File: src/rtl/router_fsm_nport.sv
// Ingress controller for the N-output router: header decode, payload/parity sequencing,
// FIFO-full stalls, soft resets, and packet drop on bad address or wait-for-empty timeout.
module router_fsm_nport #(
    parameter int NUM_PORTS    = 3,
    parameter int ADDR_W       = 2,
    parameter int WAIT_TIMEOUT = 16
) (
    input  logic                 clock,
    input  logic                 reset,
    input  logic                 pkt_valid,
    input  logic [ADDR_W-1:0]    data_in,
    input  logic                 parity_done,
    input  logic                 low_packet_valid,
    input  logic                 fifo_full,
    input  logic [NUM_PORTS-1:0] fifo_empty,
    input  logic [NUM_PORTS-1:0] soft_reset,
    output logic                 detect_add,
    output logic                 lfd_state,
    output logic                 ld_state,
    output logic                 laf_state,
    output logic                 full_state,
    output logic                 rst_int_reg,
    output logic                 write_enb_reg,
    output logic                 busy,
    output logic                 drop_state,
    output logic [ADDR_W-1:0]    dest_addr,
    output logic                 addr_err,
    output logic                 timeout_err
);
    localparam int SPAN  = 2**ADDR_W;
    localparam int CNT_W = (WAIT_TIMEOUT > 0) ? $clog2(WAIT_TIMEOUT + 1) : 1;
    localparam logic [CNT_W-1:0]  CNT_LAST = CNT_W'((WAIT_TIMEOUT > 0) ? WAIT_TIMEOUT - 1 : 0);
    localparam logic [ADDR_W:0]   PORT_LIM = (ADDR_W + 1)'(NUM_PORTS);

    typedef enum logic [3:0] {
        DECODE_ADDRESS,
        WAIT_TILL_EMPTY,
        LOAD_FIRST_DATA,
        LOAD_DATA,
        LOAD_PARITY,
        FIFO_FULL_STATE,
        LOAD_AFTER_FULL,
        CHECK_PARITY_ERROR,
        DROP_PACKET
    } state_t;

    state_t           state, next_state;
    logic [CNT_W-1:0] wait_cnt;
    logic [SPAN-1:0]  empty_ext, sreset_ext;
    logic             addr_bad, timeout_hit;

    // Zero-extend per-port flags to the full address span so any address indexes safely.
    always_comb begin
        empty_ext                  = '0;
        sreset_ext                 = '0;
        empty_ext[NUM_PORTS-1:0]   = fifo_empty;
        sreset_ext[NUM_PORTS-1:0]  = soft_reset;
    end

    assign addr_bad    = {1'b0, data_in} >= PORT_LIM;
    assign timeout_hit = (WAIT_TIMEOUT != 0) && (wait_cnt == CNT_LAST);

    always_ff @(posedge clock) begin
        if (reset) state <= DECODE_ADDRESS;
        else       state <= next_state;
    end

    always_comb begin
        next_state    = state;
        detect_add    = 1'b0;
        lfd_state     = 1'b0;
        ld_state      = 1'b0;
        laf_state     = 1'b0;
        full_state    = 1'b0;
        rst_int_reg   = 1'b0;
        write_enb_reg = 1'b0;
        busy          = 1'b0;
        drop_state    = 1'b0;
        case (state)
            DECODE_ADDRESS: begin
                detect_add = 1'b1;
                if (pkt_valid) begin
                    if (addr_bad)                next_state = DROP_PACKET;
                    else if (empty_ext[data_in]) next_state = LOAD_FIRST_DATA;
                    else                         next_state = WAIT_TILL_EMPTY;
                end
            end
            WAIT_TILL_EMPTY: begin
                busy = 1'b1;
                if (empty_ext[dest_addr]) next_state = LOAD_FIRST_DATA;
                else if (timeout_hit)     next_state = DROP_PACKET;
            end
            LOAD_FIRST_DATA: begin
                lfd_state  = 1'b1;
                busy       = 1'b1;
                next_state = LOAD_DATA;
            end
            LOAD_DATA: begin
                ld_state      = 1'b1;
                write_enb_reg = 1'b1;
                if (fifo_full)       next_state = FIFO_FULL_STATE;
                else if (!pkt_valid) next_state = LOAD_PARITY;
            end
            LOAD_PARITY: begin
                write_enb_reg = 1'b1;
                busy          = 1'b1;
                next_state    = CHECK_PARITY_ERROR;
            end
            FIFO_FULL_STATE: begin
                full_state = 1'b1;
                busy       = 1'b1;
                if (!fifo_full) next_state = LOAD_AFTER_FULL;
            end
            LOAD_AFTER_FULL: begin
                laf_state     = 1'b1;
                write_enb_reg = 1'b1;
                busy          = 1'b1;
                if (parity_done)           next_state = DECODE_ADDRESS;
                else if (low_packet_valid) next_state = LOAD_PARITY;
                else                       next_state = LOAD_DATA;
            end
            CHECK_PARITY_ERROR: begin
                rst_int_reg = 1'b1;
                busy        = 1'b1;
                next_state  = fifo_full ? FIFO_FULL_STATE : DECODE_ADDRESS;
            end
            DROP_PACKET: begin
                drop_state = 1'b1;
                if (!pkt_valid) next_state = DECODE_ADDRESS;
            end
            default: next_state = DECODE_ADDRESS;
        endcase
        // A read-timeout on the selected FIFO aborts the packet from any active state.
        if (state != DECODE_ADDRESS && state != DROP_PACKET && sreset_ext[dest_addr])
            next_state = DECODE_ADDRESS;
    end

    always_ff @(posedge clock) begin
        if (reset) begin
            dest_addr   <= '0;
            wait_cnt    <= '0;
            addr_err    <= 1'b0;
            timeout_err <= 1'b0;
        end else begin
            if (state == DECODE_ADDRESS && pkt_valid) dest_addr <= data_in;
            if (state == WAIT_TILL_EMPTY) wait_cnt <= wait_cnt + CNT_W'(1);
            else                          wait_cnt <= '0;
            addr_err    <= (state == DECODE_ADDRESS)  && (next_state == DROP_PACKET);
            timeout_err <= (state == WAIT_TILL_EMPTY) && (next_state == DROP_PACKET);
        end
    end
endmodule

File: config.mk
export PLATFORM = sky130hd
export DESIGN_NAME = router_fsm_nport
export DESIGN_NICKNAME = d
export VERILOG_FILES = /design/src/rtl/router_fsm_nport.sv
export SDC_FILE = /design/constraint.sdc
export NUM_CORES = 1
export LEC_CHECK = 0
export CAP_MARGIN = 20
export CORE_MARGIN = 3
export CORE_UTILIZATION = 45
export CTS_BUF_LIST = sky130_fd_sc_hd__clkbuf_16
export DETAILED_ROUTE_END_ITERATION = 10
export DONT_BUFFER_PORTS = 1
export GPL_ROUTABILITY_DRIVEN = 0
export SLEW_MARGIN = 20
export SYNTH_ARGS = -nofsm -noshare
export SYNTH_HDL_FRONTEND = slang
export SYNTH_SLANG_ARGS = --single-unit
File: constraint.sdc
create_clock -name clock -period 1.4 [get_ports clock]
set_input_delay 0.14 -clock clock [delete_from_list [all_inputs] [get_ports clock]]
set_output_delay 0.14 -clock clock [all_outputs]
set_load 0.02 [all_outputs]
==> results.toml, run 1 <==
[power]
p_clk_frac = 0.311
sw_frac_of_total = 0.320
p_seq_frac = 0.272
powerDensity_nw_per_um2 = 1310
leakagePower_nw = 0.528
internal_power_mw = 1.16
combPwrFrac = 0.416
power_switching_uw = 547
ir_drop_uv = 1250

[worst_setup_path]
cp-start-kind = "flop"
cp_top_family = "compound AO/OA/AOI/OAI gates"
cp.buffers_inverters = 2
critPathLaunch = "state[1]$_SDFF_PP0_"
timing.rr.end = "addr_err$_SDFF_PP0_"
r2r_cells = 5
critPathMaxFanout = 5
r2r_slack_ns = -0.06
crit_slowest_cell = "dfxtp_4"
end_kind = "flop"
cp.required_ns = 1.57
arrival_ns = 1.64
r2r-start = "state[1]$_SDFF_PP0_"
crit_chain = "buf_12, buf_4, o211ai_1, o221a_4, and4bb_1"
path_class = "flop to flop"
slowest_delay_ns = 0.36

[timing]
maxSlewHeadroom = 0.722
finalWorstSetupSlack_ns = -0.0631
hold_violations = 0
worst_pin_slew_ns = 0.414
fmax_mhz = 683
fin_crit_sh = 1.05
rsz0062_at_grt = "yes"
fin_crit_ns = 1.46
drv_slew = 0
hold_slack_ns = 0.0438
finalClockSkew_ns = 0.00555
setup_viol = 4
tns_ns = -0.116

[clock_network]
clock_tree.root_cell = "clkbuf_16"
clock_path_buffers = 2
cts-buffers-inserted = 3
h-tree-depth = 1
cts_tree = "done"
clkSlewWorstSetupHoldPaths_ns = 0.05
cts_num_sinks = 13
insertion_delay_ns = 0.24

[min_path]
hp-class = "input port to flop"
hold_path_startpoint = "data_in[0]"
worst_hold_path.endpoint = "dest_addr[0]$_SDFFE_PP0P_"
min_path_cells = 2

[synth]
postSynth.asyncResetShare = 0
synth_ff_type = "dfxtp_1"
synth_most_common_cell = "nor2_1"
netlist-cell-type-count = 38
ys_ff_latch = 13
synth_area_leaders = "dfxtp_1, nor2_1, a21oi_1"
synth-warning-count = 0
synth-edff-count = 0
avgSynthCellArea_um2 = 8.20
yosys-top-cells-count = "nor2_1, dfxtp_1, nand2_1, a21oi_1, inv_1"
syn_nets = 117
syn_inst = 101
syn_area_um2 = 828
yosysTopAreaCell = "dfxtp_1"
ys_seq_area_frac = 0.314
netlist.area_leader.share = 0.314

[routing]
drtIter0Drc = 8
vias = 870
drt_wl_total_mm = 2.49
wire_per_inst_um = 16.0
drt_first_pass_iters = 4
detail-route-antenna-nets = 0
routed_via_density = 5.58
drc = 0

[grt]
gr-total-overflow = 0
grt_pass1_vias = 859
grt_max_degree = 10
grt_pass1_wl_mm = 4.06
gr-usage-all-layers = 0.223
grt_antenna_before_repair = 0

[final_layout]
nNetsFinal = 149
drive_above_1_share = 0.439
syn_to_final_growth_pct = 57.3
antenna_cells = 0
fillers = 107

[run_status]
status = "finished with violations"
violations = "negative setup slack"

[floorplan]
coreArea_um2 = 1610
start_util = 0.514
die_h_um = 48.9
ios = 27
row_count = 14
die_x_um = 48.9
fp.dieArea_um2 = 2390

[placement]
hpwlAfterDp_mm = 1.70
io_buffers = 0

[job]
cap_violations = 0
## flip-flops by register name, indices dropped and copies added, names as in the netlist
signal,count
timeout_err,1
state,4
wait_cnt,5
addr_err,1
dest_addr,2
## routing by layer
| metal | share of wire | up-vias | global-route usage |
|---|---|---|---|
| met5 | 0 | - | 0 |
| met3 | 0.054 | 7 | 0.0581 |
| met1 | 0.40 | 414 | 0.230 |
| met4 | 0.023 | 0 | 0.109 |
| li1 | - | 420 | - |
| met2 | 0.52 | 29 | 0.412 |
## cells in the final DEF (no fill, tap or decap), types with 2 or more instances in the layout
cell type  count
a21oi_1        6
a31oi_1        2
dfxtp_2        4
mux2i_1        2
nand2_1        8
o211ai_1       3
nor4b_4        2
nor2b_1        3
nand3b_1       2
buf_6          3
nor2_1        13
dfxtp_4        3
clkbuf_16      3
nor3_1         2
buf_4         26
nand2b_4       2
inv_1          7
dfxtp_1        6
o21ai_0        2
nand3_1        5
## final cells by class
class                      count  area [um^2]  share of cell area
timing repair buffer          32          274               0.210
tap                           24         30.0              0.0231
clock buffer                   3         75.1              0.0576
inverter                       6         22.5              0.0173
multi-input combinational     77          621               0.476
clock inverter                 1         3.75             0.00288
sequential                    13          277               0.212
## logic make-up after synthesis
kind of cell / synth area share
simple gates: 0.343
mux: 0.0498
compound gates: 0.175
flops: 0.314
xor+xnor: 0.0212
buf+inv: 0.0665
fa+ha+maj: 0.0302
## what timing repair did
action,CTS,global route
resized for setup,21,9
setup buffers,5,0
setup endpoints to repair,12,14
hold endpoints to repair,2,0
gates cloned,0,0
pin swaps,9,5
hold buffers,1,0
## through the flow
step                instances  total power, mW  utilization  setup slack, ns  area (um^2)
floorplan                 101            0.823            -           -0.128          845
global route              156             1.79        0.808           -0.108         1300
detailed placement        146             1.04        0.649          -0.0826         1050
CTS                       156             1.66        0.780          -0.0368         1260
global placement          146             1.02        0.649          -0.0425         1050
finish                    156             1.71        0.808          -0.0631         1300
## worst max path at each step
stage	to	slack (ns)	depth (start not counted)
3_5_place_dp	addr_err$_SDFF_PP0_	-0.08	4
6_report	addr_err$_SDFF_PP0_	-0.06	5
4_1_cts	drop_state	-0.04	4
2_1_floorplan	addr_err$_SDFF_PP0_	-0.13	4
5_1_grt	addr_err$_SDFF_PP0_	-0.11	5
3_3_place_gp	addr_err$_SDFF_PP0_	-0.04	4
## power by group through the flow
| stage | sequential, mW | combinational (mW) | clock (mW) |
|---|---|---|---|
| 2_1_floorplan | 0.462 | 0.361 | 0 |
| 3_3_place_gp | 0.460 | 0.564 | 0 |
| 3_5_place_dp | 0.462 | 0.574 | 0 |
| 4_1_cts | 0.463 | 0.664 | 0.536 |
| 5_1_grt | 0.470 | 0.760 | 0.557 |
| 6_report | 0.465 | 0.711 | 0.532 |
Note: power is estimated with default switching activity, not from simulation.
==> inputs of run 2 (changes only) <==
Settings changed: BUFFER_PORTS_ARGS from default to -buffer_cell sky130_fd_sc_hd__buf_2, CORE_UTILIZATION 45 to 44, DONT_BUFFER_PORTS 1 to default, PLACE_DENSITY from default to 0.74.
==> run 2 against run 1 <==
Effect of this change:
- the run still ends with negative setup slack left
- critical path depth decreased by 1
- setup slack worse by 0.042 ns
- combinational power up 6.3%
- wire length down 2.0%
- global-route usage shrank 3.6 points
- clock skew is 0.00053 ns higher
- first-iteration DRC count rose to 3.4 times the previous value
- count of clock-buffer cells in the layout stayed put
- sequential cell count unchanged
- core utilization shrank 4.1 points
- die area rose by 2.0%
- critical path type unchanged
- largest power group unchanged
==> results.toml, run 2 (synthesis gave the netlist of run 1 again) <==
[worst_setup_path]
arrival_ns = 1.67
r2r-start = "state[2]$_SDFF_PP0_"
r2r_slack_ns = -0.10
cp.required_ns = 1.56
critPathLaunch = "state[2]$_SDFF_PP0_"
critPathMaxFanout = 9
cp-start-kind = "flop"
path_class = "flop to flop"
end_kind = "flop"

[placement]
placed_area_um2 = 1090
dpl.cell_count = 163
pre_cts_ws_ns = -0.0988
hpwlAfterDp_mm = 1.64
io_buffers = 26

[job]
cap_violations = 0

[final_layout]
final_area_um2 = 1340
regMostFlops = "wait_cnt"
fin_cells = 173
final_common_cell = "buf_4"
largest_register_ff_count = 5
drive_above_1_share = 0.520
nNetsFinal = 165
most-common-layout-cells = "buf_4, buf_2, nor2_1"
largestRegisters = "wait_cnt x5, state x4, dest_addr x2"
antenna_cells = 0
syn_to_final_growth_pct = 61.6

[routing]
drt_first_pass_iters = 4
drtIter0Drc = 27
wire_per_inst_um = 14.1
vias = 916
drc = 0
routed_via_density = 5.29
drt_wl_total_mm = 2.45
detail-route-antenna-nets = 0

[power]
powerDensity_nw_per_um2 = 1310
ir_drop_uv = 1040
leakagePower_nw = 0.592

[floorplan]
ios = 27
die_x_um = 49.4
die_h_um = 49.4
fp.dieArea_um2 = 2440
start_util = 0.475
row_count = 15
coreArea_um2 = 1750

[clock_network]
cts_num_sinks = 13
cts_hold_buf = 0
h-tree-depth = 1
clock_tree.root_cell = "clkbuf_16"
clkSlewWorstSetupHoldPaths_ns = 0.05
cts-buffers-inserted = 3
insertion_delay_ns = 0.24
cts_tree = "done"
clock_path_buffers = 2

[grt]
gr-usage-all-layers = 0.187
grt_max_degree = 10
grt_pass1_wl_mm = 3.62
grt_antenna_before_repair = 0
gr-total-overflow = 0
grt_pass1_vias = 871

[timing]
drv_slew = 0
finalClockSkew_ns = 0.00607
finalWorstSetupSlack_ns = -0.105
rsz0062_at_grt = "yes"
worst_pin_slew_ns = 0.448
setup_viol = 6
fin_crit_sh = 1.07
fmax_mhz = 665
hold_violations = 0
fin_crit_ns = 1.50
maxSlewHeadroom = 0.699

[run_status]
status = "finished with violations"
violations = "negative setup slack"

[min_path]
hold_path_startpoint = "reset"
hp-class = "input port to flop"
-- run 2: changes by cell type in the layout (fill, tap and decap cells not counted), sizes merged --
cell / change
dlygate4sd3: -1
inv: -1
clkinv: +1
buf: +17
-- run 2: what timing repair did --
action | CTS | global route
pin swaps | 6 | 3
gates resized for setup | 19 | 14
endpoints found under the setup margin | 15 | 14
buffers inserted | 3 | 3
-- run 2: area by class of cell --
type | instances | area [um^2]
multi-input combinational | 77 | 598
clock inverter | 1 | 5.00
fill | 118 | 407
tap | 25 | 31.3
inverter | 6 | 22.5
sequential | 13 | 275
timing repair buffer | 48 | 332
clock buffer | 3 | 75.1
-- run 2: worst paths after layout --
check | end | depth (start not counted)
worst max-delay path | state[0]$_SDFF_PP0_ | 4
worst min-delay path | dest_addr[1]$_SDFFE_PP0P_ | 2
worst max register to register | state[0]$_SDFF_PP0_ | 4
worst min register to register | dest_addr[0]$_SDFFE_PP0P_ | 2
-- run 2: metal layers --
layer  share of wire  GRT usage  vias up
met5               0          0        -
met4          0.0078     0.0415        0
met3           0.057     0.0489        4
met2            0.50      0.328       38
met1            0.44      0.226      422
li1                -          -      452
-- run 2: power breakdown --
part           internal, mW  switching (mW)
Sequential            0.410          0.0540
Combinational         0.403           0.353
Clock                 0.380           0.158
-- run 2: worst max-delay path, cell delays in order (launching register included) --
cell and delay [ns]:
dfxtp_4 0.38, nor4b_4 0.31, o211ai_1 0.18, or3b_1 0.40, a21oi_1 0.15
-- run 2: metrics by stage --
| stage | setup TNS (ns) | hold WS [ns] | utilization | total power [mW] |
|---|---|---|---|---|
| after floorplan | -0.146 | 0.202 | - | 0.823 |
| after global routing | -0.745 | 0.0949 | 0.767 | 1.83 |
| after global placement | -0.120 | 0.327 | 0.624 | 1.03 |
| after detailed placement | -0.235 | 0.323 | 0.624 | 1.04 |
| final | -0.347 | 0.0684 | 0.767 | 1.76 |
| after CTS | -0.0988 | 0.0689 | 0.729 | 1.67 |
